## src/rtl/wme_sched_pkg.sv

```systemverilog
// Shared types and wm_inst field layout for the weight_manager command scheduler.
package wme_sched_pkg;

    typedef enum logic [1:0] {
        OP_LOAD      = 2'd0,
        OP_READ      = 2'd1,
        OP_CLEAR_ALL = 2'd2,
        OP_RSVD      = 2'd3
    } host_op_t;

    typedef enum logic [2:0] {
        IDLE     = 3'd0,
        EXEC     = 3'd1,
        HOLD     = 3'd2,
        RD_ADDR  = 3'd3,
        RD_CAP   = 3'd4,
        CLR_EXEC = 3'd5,
        CLR_HOLD = 3'd6
    } state_t;

    localparam logic INST_OP_LOAD = 1'b0;
    localparam logic INST_OP_INC  = 1'b1;

    // wm_inst = {op, w_idx, d_idx}
    function automatic int inst_width(input int width, input int depth);
        return 1 + $clog2(width) + $clog2(depth);
    endfunction

    function automatic int inst_w_lsb(input int depth);
        return $clog2(depth);
    endfunction

    function automatic int inst_op_bit(input int width, input int depth);
        return $clog2(width) + $clog2(depth);
    endfunction

endpackage

```

## src/rtl/wme_rr_arb2.sv

```systemverilog
// Two-requester round-robin arbiter; a tie goes to the side not granted last.
module wme_rr_arb2 (
    input  logic       clk,
    input  logic       rst,
    input  logic       en,
    input  logic [1:0] req,
    output logic [1:0] grant
);

    logic last; // 1: req[1] was granted most recently

    always_comb begin
        grant = 2'b00;
        if (en) begin
            case (req)
                2'b01:   grant = 2'b01;
                2'b10:   grant = 2'b10;
                2'b11:   grant = last ? 2'b01 : 2'b10;
                default: grant = 2'b00;
            endcase
        end
    end

    always_ff @(posedge clk) begin
        if (rst) begin
            last <= 1'b0;
        end else if (|grant) begin
            last <= grant[1];
        end
    end

endmodule

```

## src/rtl/wme_cmd_sched.sv

```systemverilog
// Command scheduler in front of weight_manager: arbitrates host and adaptation
// requests and sequences the exec/inst/data pins.
//
// state    | meaning
// IDLE     | ready for a request
// EXEC     | exec pulse for LOAD / increment
// HOLD     | exec low, inst/data still held
// RD_ADDR  | read address presented
// RD_CAP   | read_reg captured at the end of this cycle
// CLR_EXEC | exec pulse for clear entry clr_cnt
// CLR_HOLD | exec low, then next entry or IDLE
module wme_cmd_sched
    import wme_sched_pkg::*;
#(
    parameter int width    = 16,
    parameter int depth    = 8,
    parameter int bitwidth = 8
) (
    input  logic                                 clk,
    input  logic                                 rst,
    input  logic                                 host_valid,
    output logic                                 host_ready,
    input  logic [1:0]                           host_op,
    input  logic [$clog2(width)-1:0]             host_w_idx,
    input  logic [$clog2(depth)-1:0]             host_d_idx,
    input  logic [bitwidth-1:0]                  host_value,
    output logic                                 host_rsp_valid,
    output logic [bitwidth-1:0]                  host_rsp_data,
    input  logic                                 adapt_valid,
    output logic                                 adapt_ready,
    input  logic [$clog2(depth)-1:0]             adapt_d_idx,
    input  logic [2*width-1:0]                   adapt_sign,
    output logic [2*width-1:0]                   wm_data,
    output logic [inst_width(width, depth)-1:0]  wm_inst,
    output logic                                 wm_exec,
    input  logic [bitwidth-1:0]                  wm_read_reg,
    output logic                                 busy
);

    localparam int WW = $clog2(width);
    localparam int CW = $clog2(width) + $clog2(depth);
    localparam int NE = width * depth;

    if (2 * width < bitwidth) begin : g_width_chk
        $error("wme_cmd_sched: 2*width must be >= bitwidth");
    end

    state_t          state;
    host_op_t        op;
    logic [1:0]      grant;
    logic [CW-1:0]   clr_cnt;
    logic [CW-1:0]   clr_nxt;
    logic            clr_last;
    logic [2*width-1:0] load_ext;

    assign op       = host_op_t'(host_op);
    assign clr_nxt  = clr_cnt + CW'(1);
    assign clr_last = (clr_cnt == CW'(NE - 1));
    assign busy     = (state != IDLE);

    always_comb begin
        load_ext = '0;
        load_ext[bitwidth-1:0] = host_value;
    end

    wme_rr_arb2 u_arb (
        .clk   (clk),
        .rst   (rst),
        .en    (state == IDLE),
        .req   ({adapt_valid, host_valid}),
        .grant (grant)
    );

    // Ready is the grant itself, so it is only ever offered to a valid requester.
    assign host_ready  = grant[0];
    assign adapt_ready = grant[1];

    always_ff @(posedge clk) begin
        if (rst) begin
            state          <= IDLE;
            wm_inst        <= '0;
            wm_data        <= '0;
            wm_exec        <= 1'b0;
            host_rsp_valid <= 1'b0;
            host_rsp_data  <= '0;
            clr_cnt        <= '0;
        end else begin
            host_rsp_valid <= 1'b0;
            case (state)
                IDLE: begin
                    if (grant[0]) begin
                        case (op)
                            OP_LOAD: begin
                                wm_inst <= {INST_OP_LOAD, host_w_idx, host_d_idx};
                                wm_data <= load_ext;
                                wm_exec <= 1'b1;
                                state   <= EXEC;
                            end
                            OP_READ: begin
                                wm_inst <= {INST_OP_LOAD, host_w_idx, host_d_idx};
                                state   <= RD_ADDR;
                            end
                            OP_CLEAR_ALL: begin
                                wm_inst <= '0;
                                wm_data <= load_ext;
                                wm_exec <= 1'b1;
                                clr_cnt <= '0;
                                state   <= CLR_EXEC;
                            end
                            default: state <= IDLE;
                        endcase
                    end else if (grant[1]) begin
                        wm_inst <= {INST_OP_INC, {WW{1'b0}}, adapt_d_idx};
                        wm_data <= adapt_sign;
                        wm_exec <= 1'b1;
                        state   <= EXEC;
                    end
                end
                EXEC: begin
                    wm_exec <= 1'b0;
                    state   <= HOLD;
                end
                HOLD:    state <= IDLE;
                RD_ADDR: state <= RD_CAP;
                RD_CAP: begin
                    host_rsp_data  <= wm_read_reg;
                    host_rsp_valid <= 1'b1;
                    state          <= IDLE;
                end
                CLR_EXEC: begin
                    wm_exec <= 1'b0;
                    state   <= CLR_HOLD;
                end
                CLR_HOLD: begin
                    if (clr_last) begin
                        clr_cnt <= '0;
                        state   <= IDLE;
                    end else begin
                        clr_cnt <= clr_nxt;
                        wm_inst <= {INST_OP_LOAD, clr_nxt};
                        wm_exec <= 1'b1;
                        state   <= CLR_EXEC;
                    end
                end
                default: state <= IDLE;
            endcase
        end
    end

endmodule
```

## config.mk

```make
export PLATFORM = sky130hd
export DESIGN_NAME = wme_cmd_sched
export DESIGN_NICKNAME = d
export VERILOG_FILES = /design/src/rtl/wme_sched_pkg.sv /design/src/rtl/wme_rr_arb2.sv /design/src/rtl/wme_cmd_sched.sv
export SDC_FILE = /design/constraint.sdc
export NUM_CORES = 1
export LEC_CHECK = 0
export BUFFER_PORTS_ARGS = -buffer_cell sky130_fd_sc_hd__buf_2
export CORE_AREA = 2 2 76 78
export DETAILED_ROUTE_END_ITERATION = 16
export DIE_AREA = 0 0 78 80
export PLACE_DENSITY = 0.92
export SLEW_MARGIN = 20
export SYNTH_ARGS = -nofsm -noshare
export SYNTH_HDL_FRONTEND = slang
export SYNTH_SLANG_ARGS = --single-unit
export TNS_END_PERCENT = 1
```

## constraint.sdc

```tcl
create_clock -name clk -period 2.53 [get_ports clk]
set_input_delay 0.506 -clock clk [delete_from_list [all_inputs] [get_ports clk]]
set_output_delay 0.506 -clock clk [all_outputs]
set_load 0.01 [all_outputs]
```

After elaboration in Yosys (flattened, before gate mapping):

Cells that the tools add are included.

* magnitude comparators: 0
* div/mod/pow operators: 0
* eq/ne operators: 18
* shift-type cells: 0
* multipliers: 0
* add/sub/neg operators: 1
* reductions and logical operators: 14
* bitwise gates (word level): 0
* mux-type cells: 26

Operators with widths (number)
* $mux 32: 3
* $pmux 8 s2: 2
* $mux 8: 3
* $mux 7: 3
* $pmux 3 s5: 1
* $pmux 7 s2: 1
* $eq 3x3->1 const B: 3
* $mux 3: 3
* $pmux 3 s3: 1
* $ne 2x2->1 const B: 4
* $reduce_and 4->1: 2
* $reduce_or 2->1: 4
* $add 7x1->7 const B: 1
* $eq 7x7->1 const B: 1
* $eq 2x2->1 const B: 3
* $ne 3x3->1 const B: 2
* $pmux 2 s3: 1
* $reduce_and 3->1: 2
* $reduce_bool 3->1: 2
* $mux 1: 5
* $eq 2x1->1 const B: 2
* $mux 2: 2
* $ne 4x4->1 const B: 1
* $reduce_bool 2->1: 2
* 5 further kinds: 5

* flip-flop bits (word level): 61
* memory bits (read-only): 0
* latch bits: 0
* output and inout port bits: 53
* memory bits (writable): 0
* memories: 0
* bits of input ports: 64

Depth between registers and ports, before layout:

* depth after elaboration: 6
* depth in mapped cells: 7
* depth with buffers taken out: 6

Modules after synthesis:

A second synthesis with hierarchy kept.

* cell total of the unflattened synthesis: 305
* area total of the unflattened synthesis: 2721.4 um2

By module, submodules not included
* wme_cmd_sched: cells each 297, area each 2666.3 um2, seq. area each 1201.2 um2, times used 1
* wme_rr_arb2: cells each 8, area each 55.1 um2, seq. area each 20.0 um2, times used 1

Worst setup path before layout:

Ideal clock, no wire load.

* kind: register to register
* start point: reg clr_cnt[0]
* end point: reg wm_inst[6]
* required time: 2.397 ns
* path buffers: 0
* slack: 0.810 ns
* setup time: 0.133 ns
* arrival time: 1.588 ns
* cell stages (with the launch flop): 6
* cell sequence: dfxtp_1 -> ha_1 -> and4_4 -> a2111o_1 -> a221oi_1 -> nor3_1

* cells in the longest elaborated chain, start to end: 3
* elaborated cells on any way between the ends: 6
* classes of those cells: 1 x add/sub; 2 x eq/ne; 2 x mux; 1 x reduce/logical

Ends and longest elaborated chain
* start: declaration: line wme_cmd_sched.sv:51 `logic [CW-1:0] clr_cnt;`
* start signal: assignment: line wme_cmd_sched.sv:139 `clr_cnt <= clr_nxt;`
* $add 7x1->7 / $eq 7x7->1 (equally long branches): line wme_cmd_sched.sv:57, wme_cmd_sched.sv:58
* $mux 8 / $ne 2x2->1 (equally long branches)
* $pmux 8 s2 / $reduce_and 4->1 (equally long branches)
* end signal: assignment: line wme_cmd_sched.sv:94 `wm_inst <= {INST_OP_LOAD, host_w_idx, host_d_idx};`
* end signal: assignment: line wme_cmd_sched.sv:100 `wm_inst <= {INST_OP_LOAD, host_w_idx, host_d_idx};`
* end signal: assignment: line wme_cmd_sched.sv:140 `wm_inst <= {INST_OP_LOAD, clr_nxt};`
* end: declaration: line wme_cmd_sched.sv:34 `output logic [inst_width(width, depth)-1:0] wm_inst,`

Parallel ways exist; a longest one is shown, timed or not. The select of a mux whose other input is x is not followed.
A chain may end at the register's enable or synchronous reset.

Worst setup path after layout:

* start point: reg state[2]
* end point: out host_ready

* cells in the longest elaborated chain, start to end: 2

Ends and longest elaborated chain
* start: declaration: line wme_cmd_sched.sv:48 `state_t state;`
* start signal: assignment: line wme_cmd_sched.sv:80 `state <= IDLE;`
* start signal: assignment: line wme_cmd_sched.sv:97 `state <= EXEC;`
* start signal: assignment: line wme_cmd_sched.sv:101 `state <= RD_ADDR;`
* $logic_not 3->1: line wme_cmd_sched.sv:69 `.en (state == IDLE),`
* $mux 2: line wme_rr_arb2.sv:14 `if (en) begin`
* end: declaration: line wme_cmd_sched.sv:22 `output logic host_ready,`

Every way passes these cells.

==> metrics <==
CP endpoint kind=output port; Die W=78 um; Final Core Density=65.4%; dpl hpwl=5.01 mm; worst slew pin tran=0.633 ns; endpoints failing hold=0; core area=5410 um2; Hold Buf Count CTS=0; flop-to-flop setup slack=0.56 ns; fmax=465 MHz; outcome=completed; Crit path max-delay family=flip-flops; Crit Path Class=reg2out; EDFF count, synth=0; routability cong.=0.837; Peak VDD IR=between 500 and 600 uV; Final #Nets=approximately 500; Final min period=2.15 ns; XOR/XNOR Fraction of Synth Area=1.30%; FP Rows=27; Die Ht=80 um; CTS tree=yes; postcts setup bufs=0; Starting Density=49.9%; sequential share of the synthesized area=45.3%; # setup viols final=0; Syn Area/Cell=8.35 um2; maxcap violations=0; period utilisation layout=between 80% and 90%; port bufs=116; vias in the first global route=between 2000 and 3000; DRC=0; adder-cell area share of the yosys netlist=less than 1%; clk_skew=around 0.0075 ns; syn_nets=about 390; pre-CTS setup slack=between 0.5 and 0.6 ns; Max clock buf depth=2; Critical Path AT=1.64 ns; Post-synth top flop=dfxtp_1; HP Class=in2reg; post-DR vias/cell=between 5 and 6; Worst Path Required=2.02 ns; critical path's slowest cell=dfxtp_1; total congestion overflow=0; initial antenna violation count=0; H-tree Lvls=3; I/O Pins=117; Gate Count Post-Synth=323; synthesis-to-finish area growth=31.0%; mux contribution to synthesized area=3.34%; Synth Area in Simple Gates=27.4%; Worst slew margin=57.8%; Yosys cell types=40; share of cells above drive strength 1=34.0%; final WL=~7.0 mm; crit-path cells=nor3_2 -> nand3_1 -> inv_2 -> buf_2; initial drt markers=around 130; die area=~6200 um2; Leak=0.00158 uW; antenna viol nets, final=0; ys async rst share=0%; drt pass-1 iters=4; DR WL/cell=13.8 um; worst-path maximum fanout=14; Yosys reg bits=61; synthesized cell area=2700 um2; Worst path max stage delay=around 0.45 ns; post-CTS sizing=0; Ys Warns=0; RSZ-0062 raised after global routing=no; CTS root buf=clkbuf_8; largest net degree at the start of global routing=41; pwr/cell area=790 nW/um2; CP bufs+invs=2; Num CTS Buffers=9; largest family of logic cells by synthesized area=simple AND/OR/NAND/NOR gates; worst-skew pair later-pin latency=0.32 ns; # diodes=0; Vias=2701; crit path launch type=register; first-pass GRT wire length=11.4 mm; Max Slew Vio Count=0; Worst-path clk slew=0.07 ns; setup TNS=0 ns; Overall Global Routing Usage=23.0%; post-layout worst setup margin=0.379 ns; Synth Area in Compound Gates=17.5%; Sink Count=61
## flip-flops by register name, summed over array words and instances, names as in the netlist
| name | count |
|---|---|
| host_rsp_valid | 1 |
| wm_data | 32 |
| u_arb.last | 1 |
| host_rsp_data | 8 |
| wm_inst | 8 |
| state | 3 |
| wm_exec | 1 |
| clr_cnt | 7 |
## worst min-delay path, delay by kind of cell
family                 cells  cell delay (ns)
buffers and inverters      1             0.07
multiplexers               1             0.06
AND/OR/NAND/NOR            1             0.07
## path summary, 6_finish.rpt
path | startpoint | end | cells past startpoint
setup / recovery | state[2] | host_ready | 4
hold / removal | wm_read_reg[2] | host_rsp_data[2] | 3
setup reg to reg | state[2] | wm_inst[6] | 5
hold reg to reg | wm_data[27] | wm_data[27] | 2
## routing by layer
layer,track usage (%),vias to the layer above,routed length (um)
met2,40.0,98,3640
met1,24.8,1238,2850
li1,-,1359,-
met3,7.01,6,462
met4,13.3,0,58
met5,0,-,0
## logic make-up after synthesis
family	Yosys count
AO/OA/AOI/OAI	68
XOR/XNOR	4
adder cells (fa/ha/maj)	1
buffers and inverters	25
flip-flops	61
multiplexers	9
AND/OR/NAND/NOR	155
## cells in the final DEF, fill, tap and decap left out, drive strengths merged
| cell | synthesis | layout |
|---|---|---|
| nor3b | 2 | 2 |
| a21o | 2 | 2 |
| nor2b | 4 | 4 |
| nor4 | 4 | 4 |
| nor2 | 44 | 44 |
| a2111oi | 1 | 1 |
| a2111o | 2 | 2 |
| clkinvlp | 0 | 1 |
| o22ai | 1 | 1 |
| xnor2 | 4 | 4 |
| and4 | 1 | 1 |
| a211oi | 2 | 2 |
| mux2i | 9 | 9 |
| ha | 1 | 1 |
| nand2 | 51 | 51 |
| inv | 3 | 3 |
| a21oi | 34 | 34 |
| nand2b | 4 | 4 |
| a221oi | 4 | 4 |
| a311oi | 13 | 13 |
| a22oi | 2 | 2 |
| and3 | 1 | 1 |
| o21ai | 4 | 4 |
| and2 | 3 | 3 |
| a41oi | 1 | 1 |
| o21ba | 1 | 1 |
| buf | 9 | 122 |
| clkbuf | 13 | 12 |
| nor3 | 9 | 9 |
| dfxtp | 61 | 61 |
| nand3 | 32 | 32 |
| bufinv | 0 | 2 |
| o31ai | 1 | 1 |
## cell usage after synthesis, drive strengths merged (4+ instances only)
library cell	n	area share (%)
dfxtp	61	45
mux2i	9	3.3
a221oi	4	1.3
nor4	4	1.5
nor2	44	7.0
a311oi	13	4.2
buf	9	2.5
xnor2	4	1.3
nand2b	4	0.93
nor3	9	1.9
o21ai	4	0.74
clkbuf	13	1.8
nor2b	4	0.93
a21oi	34	6.3
nand2	51	7.1
nand3	32	5.9
## report_power, final
part	switching [uW]	internal, uW
registers	70.8	1070
clock network	363	630
logic	386	270
## cell type report
type | count | area, um2
Fill cell | 465 | 1870
Multi-Input combinational cell | 237 | 1350
Sequential cell | 61 | 1220
Timing Repair Buffer | 122 | 626
Clock buffer | 12 | 165
Tap cell | 72 | 90.1
Clock inverter | 3 | 67.6
Inverter | 3 | 11.3
## stage by stage
step | instances | cell area (um2) | hold slack [ns] | power (uW)
floorplan | 323 | 2700 | 0.476 | 1580
global placement | 495 | 3300 | 0.435 | 1800
detailed placement | 495 | 3300 | 0.441 | 1820
CTS | 510 | 3530 | 0.397 | 2820
global route | 510 | 3530 | 0.412 | 2960
finish | 510 | 3530 | 0.418 | 2790
(Power assumes the default switching activity.)
